`src/rtl/bootstrap_pkg.sv`:
```
// Shared types and defaults for the microcode bootstrap writer.
package bootstrap_pkg;

    localparam int BOOT_ADDR_W = 12;
    localparam int BOOT_DATA_W = 8;
    localparam int CHECKSUM_OK = 0;

    typedef enum logic [2:0] {
        IDLE,
        WAIT_BYTE,
        SETUP,
        WRITE,
        HOLD,
        WAIT_SUM,
        DONE,
        ERROR
    } boot_state_e;

endpackage

```
`src/rtl/microcode_bootstrapper.sv`:
```
// Streams a boot image into the microcode RAM one byte at a time, then
// verifies the trailing additive checksum before releasing the core.
module microcode_bootstrapper
    import bootstrap_pkg::*;
#(
    parameter int ADDR_W      = BOOT_ADDR_W,
    parameter int DATA_W      = BOOT_DATA_W,
    parameter int IMAGE_BYTES = 4096,
    parameter int WE_CYCLES   = 2
) (
    input  logic              CLK,
    input  logic              N_RST,
    input  logic [DATA_W-1:0] IN_DATA,
    input  logic              IN_VALID,
    output logic              IN_READY,
    output logic [ADDR_W-1:0] BOOTSTRAP_ADDR,
    output logic [DATA_W-1:0] BOOTSTRAP_DATA,
    output logic              BOOTSTRAP_N_WE,
    output logic              N_BOOTED,
    output logic              BOOT_ERROR
);

    localparam int                CNT_W     = (WE_CYCLES > 1) ? $clog2(WE_CYCLES) : 1;
    localparam logic [ADDR_W-1:0] LAST_ADDR = ADDR_W'(IMAGE_BYTES - 1);
    localparam logic [CNT_W-1:0]  CNT_LOAD  = CNT_W'(WE_CYCLES - 1);
    localparam logic [DATA_W-1:0] SUM_OK    = DATA_W'(CHECKSUM_OK);

    boot_state_e       state_q, state_d;
    logic [ADDR_W-1:0] addr_q, addr_d;
    logic [DATA_W-1:0] data_q, data_d;
    logic [DATA_W-1:0] acc_q, acc_d;
    logic [CNT_W-1:0]  cnt_q, cnt_d;
    logic              ready_q, ready_d;
    logic              nwe_q, nwe_d;
    logic              nbooted_q, nbooted_d;
    logic              error_q, error_d;
    logic              accept;
    logic [DATA_W-1:0] sum_total;

    assign accept    = IN_VALID && ready_q;
    assign sum_total = acc_q + IN_DATA;

    always_ff @(posedge CLK) begin
        if (!N_RST) begin
            state_q   <= IDLE;
            addr_q    <= '0;
            data_q    <= '0;
            acc_q     <= '0;
            cnt_q     <= '0;
            ready_q   <= 1'b0;
            nwe_q     <= 1'b1;
            nbooted_q <= 1'b1;
            error_q   <= 1'b0;
        end else begin
            state_q   <= state_d;
            addr_q    <= addr_d;
            data_q    <= data_d;
            acc_q     <= acc_d;
            cnt_q     <= cnt_d;
            ready_q   <= ready_d;
            nwe_q     <= nwe_d;
            nbooted_q <= nbooted_d;
            error_q   <= error_d;
        end
    end

    always_comb begin
        state_d = state_q;
        addr_d  = addr_q;
        data_d  = data_q;
        acc_d   = acc_q;
        cnt_d   = cnt_q;
        unique case (state_q)
            IDLE: state_d = WAIT_BYTE;
            WAIT_BYTE: begin
                if (accept) begin
                    data_d  = IN_DATA;
                    acc_d   = sum_total;
                    state_d = SETUP;
                end
            end
            SETUP: begin
                cnt_d   = CNT_LOAD;
                state_d = WRITE;
            end
            WRITE: begin
                if (cnt_q == '0) begin
                    state_d = HOLD;
                end else begin
                    cnt_d = cnt_q - 1'b1;
                end
            end
            // End of image is detected before incrementing, so the address never wraps.
            HOLD: begin
                if (addr_q == LAST_ADDR) begin
                    state_d = WAIT_SUM;
                end else begin
                    addr_d  = addr_q + 1'b1;
                    state_d = WAIT_BYTE;
                end
            end
            WAIT_SUM: begin
                if (accept) begin
                    state_d = (sum_total == SUM_OK) ? DONE : ERROR;
                end
            end
            DONE:    state_d = DONE;
            ERROR:   state_d = ERROR;
            default: state_d = IDLE;
        endcase
    end

    // Handshake and strobe track the next state; boot status lags one edge behind it.
    always_comb begin
        ready_d   = (state_d == WAIT_BYTE) || (state_d == WAIT_SUM);
        nwe_d     = (state_d != WRITE);
        nbooted_d = (state_q != DONE);
        error_d   = (state_q == ERROR);
    end

    assign IN_READY       = ready_q;
    assign BOOTSTRAP_ADDR = addr_q;
    assign BOOTSTRAP_DATA = data_q;
    assign BOOTSTRAP_N_WE = nwe_q;
    assign N_BOOTED       = nbooted_q;
    assign BOOT_ERROR     = error_q;

endmodule

```
`config.mk`:
```
export PLATFORM = sky130hd
export DESIGN_NAME = microcode_bootstrapper
export DESIGN_NICKNAME = d
export VERILOG_FILES = /design/src/rtl/bootstrap_pkg.sv /design/src/rtl/microcode_bootstrapper.sv
export SDC_FILE = /design/constraint.sdc
export NUM_CORES = 1
export LEC_CHECK = 0
export ABC_CLOCK_PERIOD_IN_PS = 7100
export CAP_MARGIN = 20
export CORE_UTILIZATION = 55
export DETAILED_ROUTE_END_ITERATION = 16
export GPL_ROUTABILITY_DRIVEN = 1
export GPL_TIMING_DRIVEN = 1
export HOLD_SLACK_MARGIN = 0.15
export PLACE_DENSITY = 0.91
export SLEW_MARGIN = 20
export SYNTH_ARGS = -nofsm -noshare
export SYNTH_HDL_FRONTEND = slang
export SYNTH_SLANG_ARGS = --single-unit
export TNS_END_PERCENT = 100
```
`constraint.sdc`:
```
create_clock -name CLK -period 7.1 [get_ports CLK]
set_input_delay 2.13 -clock CLK [delete_from_list [all_inputs] [get_ports CLK]]
set_output_delay 2.13 -clock CLK [all_outputs]
set_load 0.01 [all_outputs]
```
After elaboration in Yosys (flattened, before gate mapping) --
Cells that the tools add are included. W data, S select, Z words.
Cells by class: $add $sub $neg 3, equal/unequal tests 12, multiplexer cells 8, bitwise operators 1, reduce and logical (&&, ||, !) cells 7
Operator list (number):
- $pmux W3 S8 | 1
- $eq A3 B3 Y1 const B | 5
- $add A12 B1 Y12 const B | 1
- $eq A12 B12 Y1 const B | 1
- $mux W3 | 4
- $add A8 B8 Y8 | 1
- $logic_not A8 Y1 | 1
- $eq A3 B1 Y1 const B | 2
- $eq A3 B2 Y1 const B | 2
- $reduce_and A2 Y1 | 2
- $logic_not A3 Y1 | 1
- $ne A3 B2 Y1 const B | 1
- $ne A3 B3 Y1 const B | 1
- $mux W1 | 2
- $pmux W1 S2 | 1
- $reduce_bool A2 Y1 | 1
- $logic_and A1 B1 Y1 | 1
- $logic_or A1 B1 Y1 | 1
- $not A1 Y1 | 1
- $sub A1 B1 Y1 const B | 1
Storage, ports and cells: register bits after elaboration 36, input bits 11, output and inout bits 24, logic and storage cells 40

Logic depth before layout (Yosys ltp) --
depth in word-level cells 7, depth in mapped cells 7, mapped depth without buffers 7

Least setup slack after synthesis --
No wires, ideal clock.
path type input to register, start input port IN_DATA[0], end register state_q[0], library setup time 0.070 ns, arrival time 3.702 ns, data required time 7.030 ns, path slack 3.328 ns, cell stages on the path 7, path buffers 0, path through ha_1 -> fa_1 -> and3_1 -> o21a_1 -> o311ai_0 -> nor2_1 -> a21oi_1
Between the ends: word-level cells in the longest chain between the ends 5
Ends and longest elaborated chain:
- start, declared | RTL line microcode_bootstrapper.sv:13 | input logic [DATA_W-1:0] IN_DATA,
- $add A8 B8 Y8 | RTL line microcode_bootstrapper.sv:41 | assign sum_total = acc_q + IN_DATA;
- $logic_not A8 Y1 | RTL line microcode_bootstrapper.sv:104 | state_d = (sum_total == SUM_OK) ? DONE : ERROR;
- $mux W1 | RTL line microcode_bootstrapper.sv:104
- $mux W3 | RTL line microcode_bootstrapper.sv:103 | if (accept) begin
- $pmux W3 S8 | RTL line microcode_bootstrapper.sv:73 | unique case (state_q)
- end signal, assigned | RTL line microcode_bootstrapper.sv:55 | state_q <= state_d;
- end, declared | RTL line microcode_bootstrapper.sv:28 | boot_state_e state_q, state_d;
Every way passes these cells. A chain may end at the register's enable or synchronous reset.

Final worst setup path --
start input port IN_DATA[0], end register acc_q[6]
Between the ends: word-level cells in the longest chain between the ends 1
Ends and longest elaborated chain:
- $add A8 B8 Y8 | RTL line microcode_bootstrapper.sv:41
- end signal, assigned | RTL line microcode_bootstrapper.sv:48 | acc_q <= '0;
- end signal, assigned | RTL line microcode_bootstrapper.sv:58 | acc_q <= acc_d;
- end, declared | RTL line microcode_bootstrapper.sv:31 | logic [DATA_W-1:0] acc_q, acc_d;
Every way passes these cells.

==> results.md <==
* Status: complete, no violations
* Per-cell routed wire length at 12.46 um
* Largest family of logic cells by synthesized area: simple AND/OR/NAND/NOR gates
* Dpl ws at approximately 2700 ps
* Final slew viol count at 0
* H-tree Lvls at 2
* Row Count at 20
* Post-synth EDFFs at 0
* Mapped cell area at 1848 sq um
* Vias at roughly 1,600
* 1st-pass router iterations at 4
* Asr flop ratio synth at 0%
* Max VDD drop at around 0.1 mV
* Worst hold stages at 2
* Final hold vios at 0
* Crit-path slowest cell: clkdlybuf4s50_1
* Final Skew at roughly 12 ps
* Relative slew slack at 33.10%
* Count of cells resized by post-cts repair at 0
* Crit share post-route at roughly 58%
* First-pass GRT wire length at 6.051 mm
* DRC errors left at 0
* Post-Synth XOR/XNOR Area at under 10%
* Congestion Overflow GR at 0
* Distinct cells, synth at 46
* Gr usage total at 23.26%
* Area Overhead vs Synth at 21.94%
* Insertion delay to the later sink of the worst-skew pair at between 300 and 400 ps
* Max-cap violation count at 0
* Tightest Pin Transition at 998.0 ps
* Mean Syn Cell Area at between 8 and 9 sq um
* WP data required at ~7400 ps
* Final nets at 265
* Unrepaired setup endpoints after global routing: false
* Worst path max stage delay at 430 ps
* R2r worst-path depth at 7
* Synth Area in Simple Gates at ~25%
* Setup-failing EPs final at 0
* Startpoint Class: input pin
* Post-synth net total at between 200 and 250
* Final ANT Viol Nets at 0
* Cell Pwr Density at ~170 nW/um^2
* Vias in the first global route at 1,417
* Clk pwr share at 31.4%
* Sequential area share after synthesis at between 30% and 40%
* RD Place Congestion at slightly above 0.8
* Hold Startpoint: BOOTSTRAP_DATA[4]$_SDFFE_PN0P_
* Comb pwr share at 13.9%
* Max Buffers Root-to-Sink at 2
* Fill cells at around 260
* Flop-to-flop setup slack at about 4900 ps
* CP Capture Type: flop
* DRT Wirelength at between 3 and 4 mm
* DP HPWL at ~2.5 mm
* Number of I/O pins at 35
* Setup tns final at 0 ps
* Yosys reg bits at 36
* Min-Delay Endpoint: BOOTSTRAP_DATA[4]$_SDFFE_PN0P_
* Final core utilization at between 70% and 80%
* Final worst slack at about 3000 ps
* Sw Ratio at between 20% and 30%
* Post-synth top flop: dfxtp_1
* Worst min path class: flop to flop
* Die H at ~60 um
* Initial core utilization at 59.08%
* CP Class: input pin to flop
* Die X at 59.97 um
* Diode count at 0
* Setup bufs post-CTS at 0
* I/O Buffers at 34
* Starting DRT DRC Count at 38
* Internal at 0.0002903 W
* Flop pwr share at between 50% and 60%
* Share of cells above drive strength 1 at 4.898%
* CP cell instances: clkdlybuf4s50_1 -> ha_1 -> fa_1 -> and3_1 -> o21a_1 -> o311ai_0 -> nand2_1 -> a21boi_0
* Post-synthesis mux area share at less than 1%
* Hold buffer count at cts at 0
* Core area at around 3100 sq um
* Post-synthesis compound-gate area fraction at a little under a fifth
* Clock-pin slew on the worst setup and hold paths at roughly 100 ps
* Antenna violations before repair at 0
* R2r startpoint: acc_q[0]$_SDFFE_PN0P_
* R2r endpoint: acc_q[6]$_SDFFE_PN0P_
* Top delay family on crit path: compound AO/OA/AOI/OAI gates
* Highest clock rate at ~0.24 GHz
* Vias/cell at approximately 5.4
* CTS Root Cell: clkbuf_4
* Syn. warnings at 0
* CP Buf/Inv Count at 1
* Die footprint at 3596 sq um
* Num CTS Buffers at 5
* Synth Area in Adders at around 6.5%
* Min cycle time layout at approximately 4000 ps
* Clock sinks at 36
* CTS tree: yes
* P_sw at roughly 0.0001 W
* Largest net degree at the start of global routing at 38
* Crit Path Max Fanout at 3
* Critical Path AT at between 4000 and 5000 ps
* Total power at ~0.0004 W
* Leakage at ~0.86 nW
* Cells after synthesis at 214
worst max path at each step:
stage          startpoint                     to  cells past startpoint
2_1_floorplan  IN_DATA[0]  state_q[0]$_SDFF_PN0_                      7
3_3_place_gp   IN_DATA[0]  state_q[0]$_SDFF_PN0_                      8
3_5_place_dp   IN_DATA[1]  state_q[0]$_SDFF_PN0_                      7
4_1_cts        IN_DATA[1]  state_q[0]$_SDFF_PN0_                      7
5_1_grt        IN_DATA[0]  acc_q[6]$_SDFFE_PN0P_                      8
6_report       IN_DATA[0]  acc_q[6]$_SDFFE_PN0P_                      8
kinds of logic (layout without fill, tap and decap cells):
kind of cell               after synthesis  count (layout)
and+or+nand+nor                         91              91
AOI/OAI and AO/OA                       49              49
DFF                                     36              36
buffers and inverters                   16              47
xor gates and xnor gates                12              12
adders and majority gates                9               9
muxes                                    1               1
Yosys cell counts, drive strengths merged (2+ instances only):
library cell / n / area, sq um
a21boi: 17 / 127.6
a21oi: 5 / 25.02
and2: 8 / 50.05
buf: 6 / 38.79
clkbuf: 5 / 18.77
dfxtp: 36 / 720.7
ha: 8 / 100.1
inv: 5 / 18.77
nand2: 38 / 142.6
nand2b: 3 / 26.27
nand3: 5 / 25.02
nand4: 2 / 12.51
nor2: 8 / 30.03
nor2b: 4 / 25.02
nor3: 8 / 45.04
nor3b: 3 / 22.52
o211a: 3 / 30.03
o211ai: 5 / 37.54
o21ai: 9 / 45.04
or3: 5 / 31.28
xnor2: 4 / 35.03
xor2: 8 / 70.07
worst reg2reg max path: stages, from the launching register on:
cell and delay [ps]:
dfxtp_1 330, ha_1 210, fa_1 400, and3_1 230, o21a_1 200, o311ai_0 430, nand2_1 100, a21boi_0 210
flip-flops by register name (all words and copies together) (netlist names):
| register | count |
|---|---|
| BOOTSTRAP_ADDR | 12 |
| cnt_q | 1 |
| acc_q | 8 |
| BOOT_ERROR | 1 |
| BOOTSTRAP_N_WE | 1 |
| N_BOOTED | 1 |
| BOOTSTRAP_DATA | 8 |
| state_q | 3 |
| IN_READY | 1 |
routing by layer:
layer / GRT usage (%) / up-vias / part of all wire, %
met2: 36.03 / 33 / 45
met3: 7.576 / 6 / 4.0
met5: 0 / - / 0
met1: 28.32 / 719 / 49
li1: - / 805 / -
met4: 12.96 / 0 / 2.2
through the flow:
step,hold WS [ps],cells,cell area (sq um)
floorplan,438.8,214,1848
global placement,445.7,282,2193
detailed placement,457.0,282,2193
CTS,470.6,289,2258
global route,496.8,289,2253
finish,468.1,289,2253
power by group through the flow:
stage,sequential [W],clock (W),combinational [W]
after CTS,0.000213,0.000124,0.0000547
after detailed placement,0.000218,0,0.0000542
final,0.000213,0.000123,0.0000543
after global placement,0.000218,0,0.0000528
after floorplan,0.000217,0,0.0000376
after global routing,0.000214,0.000135,0.0000608
final cells by class:
| cell class | count | area, sq um | share of cell area [%] |
|---|---|---|---|
| Multi-Input combinational cell | 162 | 1051 | 46.64 |
| Sequential cell | 36 | 720.7 | 31.98 |
| Timing Repair Buffer | 35 | 342.8 | 15.21 |
| Clock buffer | 7 | 65.06 | 2.887 |
| Tap cell | 44 | 55.05 | 2.443 |
| Inverter | 5 | 18.77 | 0.8329 |
layout by cell type (no fill, tap or decap), drive strengths merged, types with 7 or more instances in the layout:
cell           instances
a21boi                17
o21ai                  9
nand2                 38
nor3                   8
clkbuf                 7
clkdlybuf4s50         33
nor2                   8
dfxtp                 36
xor2                   8
ha                     8
and2                   8
No activity file was read; power rests on OpenSTA's default activity.
